`src/rtl/sequence_gen_if.sv`:
```
// ============================================================================
// Module      : sequence_gen_if
// Description : Control and strobe/data bundle between the sequence
//               generator and its consumer (memory load stage).
// Revision    : 1.0 - initial release
// ============================================================================
`default_nettype none

interface sequence_gen_if;
    logic       start;
    logic       abort;
    logic       hold;
    logic       load;
    logic [3:0] data_out;
    logic [3:0] step_idx;
    logic       busy;
    logic       done;

    // Generator side: takes run control, produces the strobed sequence
    modport master (
        input  start,
        input  abort,
        input  hold,
        output load,
        output data_out,
        output step_idx,
        output busy,
        output done
    );

    // Consumer side: issues run control, receives the strobed sequence
    modport slave (
        output start,
        output abort,
        output hold,
        input  load,
        input  data_out,
        input  step_idx,
        input  busy,
        input  done
    );
endinterface

`default_nettype wire

```
`src/rtl/sequence_gen.sv`:
```
// ============================================================================
// Module      : sequence_gen
// Description : Emits SEQ_LEN values of a 4-bit LFSR as one-cycle load
//               strobes separated by GAP_CYCLES idle cycles (stretchable
//               by hold), with abort, done pulse and async reset.
// Revision    : 1.0 - initial release
// ============================================================================
`default_nettype none

module sequence_gen #(
    parameter int         SEQ_LEN    = 8,
    parameter int         GAP_CYCLES = 4,
    parameter logic [3:0] SEED       = 4'b1001
) (
    input  wire logic     clk,
    input  wire logic     rst,
    sequence_gen_if.master bus
);

    // An all-zero LFSR would lock up, so a zero seed is promoted to 1
    localparam logic [3:0] SEED_INIT = (SEED == 4'b0000) ? 4'b0001 : SEED;
    localparam logic [3:0] LAST_STEP = 4'(SEQ_LEN - 1);
    localparam logic [3:0] GAP_INIT  = 4'(GAP_CYCLES);

    typedef enum logic [1:0] {
        IDLE = 2'd0,
        EMIT = 2'd1,
        GAP  = 2'd2,
        DONE = 2'd3
    } state_t;

    state_t     state, state_nxt;
    logic [3:0] lfsr, lfsr_nxt;
    logic [3:0] gap_cnt, gap_nxt;
    logic [3:0] step, step_nxt;
    logic       load, load_nxt;
    logic       busy, busy_nxt;
    logic       done, done_nxt;
    logic [3:0] data_out, data_nxt;
    logic [3:0] step_idx, idx_nxt;
    logic [3:0] lfsr_adv;

    assign lfsr_adv = {lfsr[2:0], lfsr[3] ^ lfsr[2]};

    // Next-state and next-output decode; outputs are computed one cycle
    // ahead so that every port is driven straight from a flop
    always_comb begin
        state_nxt = state;
        lfsr_nxt  = lfsr;
        gap_nxt   = gap_cnt;
        step_nxt  = step;
        load_nxt  = 1'b0;
        busy_nxt  = 1'b0;
        done_nxt  = 1'b0;
        data_nxt  = data_out;
        idx_nxt   = step_idx;
        case (state)
            IDLE: begin
                if (bus.start && !bus.abort) begin
                    state_nxt = EMIT;
                    lfsr_nxt  = SEED_INIT;
                    step_nxt  = 4'd0;
                    load_nxt  = 1'b1;
                    busy_nxt  = 1'b1;
                    data_nxt  = SEED_INIT;
                    idx_nxt   = 4'd0;
                end
            end
            EMIT: begin
                if (bus.abort) begin
                    state_nxt = IDLE;
                end else begin
                    lfsr_nxt = lfsr_adv;
                    if (step == LAST_STEP) begin
                        state_nxt = DONE;
                        done_nxt  = 1'b1;
                    end else begin
                        state_nxt = GAP;
                        gap_nxt   = GAP_INIT;
                        step_nxt  = step + 4'd1;
                        busy_nxt  = 1'b1;
                    end
                end
            end
            GAP: begin
                if (bus.abort) begin
                    state_nxt = IDLE;
                end else begin
                    busy_nxt = 1'b1;
                    if (!bus.hold) begin
                        if (gap_cnt == 4'd1) begin
                            state_nxt = EMIT;
                            gap_nxt   = 4'd0;
                            load_nxt  = 1'b1;
                            data_nxt  = lfsr;
                            idx_nxt   = step;
                        end else begin
                            gap_nxt = gap_cnt - 4'd1;
                        end
                    end
                end
            end
            DONE: begin
                state_nxt = IDLE;
            end
            default: begin
                state_nxt = IDLE;
            end
        endcase
    end

    // State and output registers, cleared immediately on reset
    always_ff @(posedge clk or posedge rst) begin
        if (rst) begin
            state    <= IDLE;
            lfsr     <= SEED_INIT;
            gap_cnt  <= 4'd0;
            step     <= 4'd0;
            load     <= 1'b0;
            busy     <= 1'b0;
            done     <= 1'b0;
            data_out <= 4'd0;
            step_idx <= 4'd0;
        end else begin
            state    <= state_nxt;
            lfsr     <= lfsr_nxt;
            gap_cnt  <= gap_nxt;
            step     <= step_nxt;
            load     <= load_nxt;
            busy     <= busy_nxt;
            done     <= done_nxt;
            data_out <= data_nxt;
            step_idx <= idx_nxt;
        end
    end

    assign bus.load     = load;
    assign bus.busy     = busy;
    assign bus.done     = done;
    assign bus.data_out = data_out;
    assign bus.step_idx = step_idx;

endmodule

`default_nettype wire

```
`src/flat_wrapper.sv`:
```
// flat-port wrapper written by rule: the top's interface ports become plain ports
module sequence_gen_flat 
#(
    parameter int         SEQ_LEN    = 8,
    parameter int         GAP_CYCLES = 4,
    parameter logic [3:0] SEED       = 4'b1001
)
  (clk, rst, bus_start, bus_abort, bus_hold, bus_load, bus_data_out, bus_step_idx, bus_busy, bus_done);
  sequence_gen_if bus_i ();
  input  wire logic clk;
  input  wire logic rst;
  input wire logic [$bits(bus_i.start)-1:0] bus_start;
  input wire logic [$bits(bus_i.abort)-1:0] bus_abort;
  input wire logic [$bits(bus_i.hold)-1:0] bus_hold;
  output wire logic [$bits(bus_i.load)-1:0] bus_load;
  output wire logic [$bits(bus_i.data_out)-1:0] bus_data_out;
  output wire logic [$bits(bus_i.step_idx)-1:0] bus_step_idx;
  output wire logic [$bits(bus_i.busy)-1:0] bus_busy;
  output wire logic [$bits(bus_i.done)-1:0] bus_done;
  assign bus_i.start = bus_start;
  assign bus_i.abort = bus_abort;
  assign bus_i.hold = bus_hold;
  assign bus_load = bus_i.load;
  assign bus_data_out = bus_i.data_out;
  assign bus_step_idx = bus_i.step_idx;
  assign bus_busy = bus_i.busy;
  assign bus_done = bus_i.done;
  sequence_gen #(.SEQ_LEN(SEQ_LEN), .GAP_CYCLES(GAP_CYCLES), .SEED(SEED)) u_core (.clk(clk), .rst(rst), .bus(bus_i));
endmodule
```
`config.mk`:
```
export PLATFORM = sky130hd
export DESIGN_NAME = sequence_gen_flat
export DESIGN_NICKNAME = d
export VERILOG_FILES = /design/src/rtl/sequence_gen_if.sv /design/src/rtl/sequence_gen.sv /design/src/flat_wrapper.sv
export SDC_FILE = /design/constraint.sdc
export NUM_CORES = 1
export LEC_CHECK = 0
export ABC_AREA = 1
export CAP_MARGIN = 15
export CORE_MARGIN = 1
export CORE_UTILIZATION = 35
export DETAILED_ROUTE_END_ITERATION = 6
export PLACE_DENSITY = 0.52
export SETUP_SLACK_MARGIN = 0.05
export SYNTH_ARGS = -nofsm -noshare
export SYNTH_HDL_FRONTEND = slang
export SYNTH_SLANG_ARGS = --single-unit
```
`constraint.sdc`:
```
create_clock -name clk -period 2.76 [get_ports clk]
set_input_delay 0.552 -clock clk [delete_from_list [all_inputs] [get_ports clk]]
set_output_delay 0.552 -clock clk [all_outputs]
set_load 0.005 [all_outputs]
```
==> results.py <==
metrics = {
    "job": {
        "cap_violations": 0,
    },
    "worst_hold_path": {
        "hp-class": "flop to flop",
    },
    "sta": {
        "rsz0062_at_grt": "no",
        "period_minus_slack_ns": 1.76,
        "timing.final.crit_share_pct": 63.8,
        "hold_slack_ns": 0.489,
        "hold_violations": 0,
        "finClkSkew_ns": 0.00332,
        "final_max_slew_viol_count": 0,
        "worst_slew_pin_slew_ns": 0.543,
        "relSlewSlack_pct": 63.7,
        "finalSetupTns_ns": 0,
        "fmax_mhz": 568,
        "setup_violations": 0,
    },
    "floorplan": {
        "die_area_sq_um": 3780,
        "boundaryPins": 16,
        "die_w_microns": 61.5,
        "die_y_microns": 61.5,
        "num_rows": 21,
        "core_area_sq_um": 3360,
        "start_util_pct": 36.8,
    },
    "global_route": {
        "grt_pass1_vias": 924,
        "antenna_found_initial": 0,
        "grt_max_degree": 26,
        "grt_pass1_wl_microns": 4310,
        "grt_overflow": 0,
        "grt_usage_pct": 15.6,
    },
    "detailed_routing": {
        "wire_per_inst_microns": 11.8,
        "vias": 998,
        "routed_wl_microns": 2560,
        "via_per_inst": 4.60,
        "drc": 0,
        "drtPass1Iterations": 4,
        "drt_iter0_markers": 46,
        "drt.antenna.violating_nets": 0,
    },
    "worst_setup_path": {
        "cp-start-kind": "flop",
        "crit_type": "flop to output port",
        "crit_required_ns": 2.21,
        "crit_slowest_cell": "clkdlybuf4s50_1",
        "cp_data_arrival_time_ns": 1.21,
        "path_cells": "clkdlybuf4s50_1",
        "end_kind": "output port",
        "crit_family": "buffers and inverters",
        "cp_num_buf_inv": 1,
        "worstPathMaxFanout": 2,
        "max_stage_delay_ns": 0.51,
    },
    "synth": {
        "synth_area_sq_um": 1240,
        "synth-compound-area-share_pct": 5.25,
        "yosysSeqAreaShare_pct": 50.7,
        "syn_avg_cell_area_sq_um": 8.15,
        "yosys.area_share.simple_pct": 33.1,
        "synth_mux_area_share_pct": 0,
        "synth-seq-cells": 25,
        "syn_nets": 160,
        "synth_top_family_by_area": "simple AND/OR/NAND/NOR gates",
        "synthCells": 152,
        "synth_xor_area_share_pct": 1.41,
        "synth_cell_types": 20,
        "ys_warn_count": 0,
        "synthAdderAreaFrac_pct": 3.03,
    },
    "clock_network": {
        "clock_latency_ns": 0.32,
        "cts_buffers": 3,
        "clkSinkCount": 25,
        "root_buffer": "clkbuf_4",
        "cts_buffer_depth": 2,
        "cts-hold-fix-buffers": 0,
        "h-tree-depth": 1,
        "cts_setup_buffers": 0,
        "post_cts_resize_count": 0,
        "path_clk_slew_ns": 0.14,
        "tritoncts": "yes",
    },
    "placed_design": {
        "placed_cell_area_sq_um": 1450,
        "numPortBuffers": 15,
        "gp_congestion": 0.779,
        "dp_hpwl_microns": 1840,
    },
    "power": {
        "cellLeakagePower_nw": 0.753,
        "powerDensity_nw_per_um2": 813,
        "ir_worst_vdd_mv": 0.509,
    },
    "layout": {
        "num_antenna_cells": 0,
        "syn2layout_area_growth_pct": 19.1,
        "multiInputGateArea_sq_um": 531,
        "fillers": 353,
        "register_area_sq_um": 628,
        "final_nets": 180,
        "stdcell_area_sq_um": 1480,
        "drive_gt1_share_pct": 11.7,
    },
    "outcome": {
        "outcome": "finished clean",
    },
}
[cell type report]
cell class | instances | area share, %
Sequential cell | 25 | 42.6
Multi-Input combinational cell | 106 | 36.0
Timing Repair Buffer | 16 | 10.7
Inverter | 20 | 5.09
Tap cell | 46 | 3.90
Clock buffer | 4 | 1.78
[synth_stat cells (all sizes together)]
library cell	n	area (sq um)
nor2	12	65.1
a21oi	1	5.00
dfstp	2	52.6
inv	20	75.1
ha	3	37.5
xor2	1	8.76
nand2	54	220
dfrtp	23	576
nor3	1	5.00
buf	1	5.00
nand4	8	50.1
o21ai	12	60.1
xnor2	1	8.76
nand3	13	70.1
[per-layer routing]
layer	vias up	share of wire [%]	GRT usage, %
met3	5	2.8	2.52
li1	524	-	-
met5	-	0	0
met2	22	41	22.0
met1	447	54	23.8
met4	0	1.5	5.71
[layout by cell type, fill, tap and decap left out, drive strengths merged]
master / n
ha: 3
dfstp: 2
nor2: 12
nor3: 1
a21oi: 1
nand4: 8
clkbuf: 4
buf: 1
nand3: 13
clkdlybuf4s50: 15
o21ai: 12
xor2: 1
dfrtp: 23
xnor2: 1
inv: 20
nand2: 54
[kinds of logic after synthesis]
family / count (synthesis)
AOI/OAI and AO/OA: 13
xor gates and xnor gates: 2
adders and majority gates: 3
buffers and inverters: 21
DFF: 25
and+or+nand+nor: 88
[final timing paths]
path,cells after the start,slack [ns],end,start
worst max-delay path,1,1.00,bus_step_idx[0],u_core.bus.step_idx[0]
worst min-delay path,2,0.49,u_core.bus.data_out[3],u_core.bus.data_out[3]
worst max register to register,6,1.07,u_core.bus.step_idx[1],u_core.state[1]
worst min register to register,2,0.49,u_core.bus.data_out[3],u_core.bus.data_out[3]
max in group asynchronous,3,1.90,u_core.lfsr[3],rst
min in group asynchronous,3,0.56,u_core.gap_cnt[2],rst
[registers in the layout, summed over array words and instances (netlist names)]
register,count
u_core.bus.load,1
u_core.bus.busy,1
u_core.state,2
u_core.gap_cnt,4
u_core.step,4
u_core.bus.done,1
u_core.bus.data_out,4
u_core.bus.step_idx,4
u_core.lfsr,4
[power by group]
part           total [mW]  internal, mW  switching [mW]  leakage, nW
Combinational       0.465         0.180           0.285        0.409
Clock               0.170        0.0566           0.114       0.0150
Sequential          0.564         0.477          0.0871        0.329
Total                1.20         0.714           0.486        0.753
[metrics by stage]
step	cells	power, mW	util (%)	setup slack [ns]
after floorplan	152	0.885	-	1.44
after global placement	213	1.03	43.1	0.870
after detailed placement	213	1.04	43.1	0.843
after CTS	217	1.21	43.9	0.986
after global routing	217	1.31	43.9	0.910
final	217	1.20	43.9	1.00
Note: power is estimated with default switching activity, not from simulation.
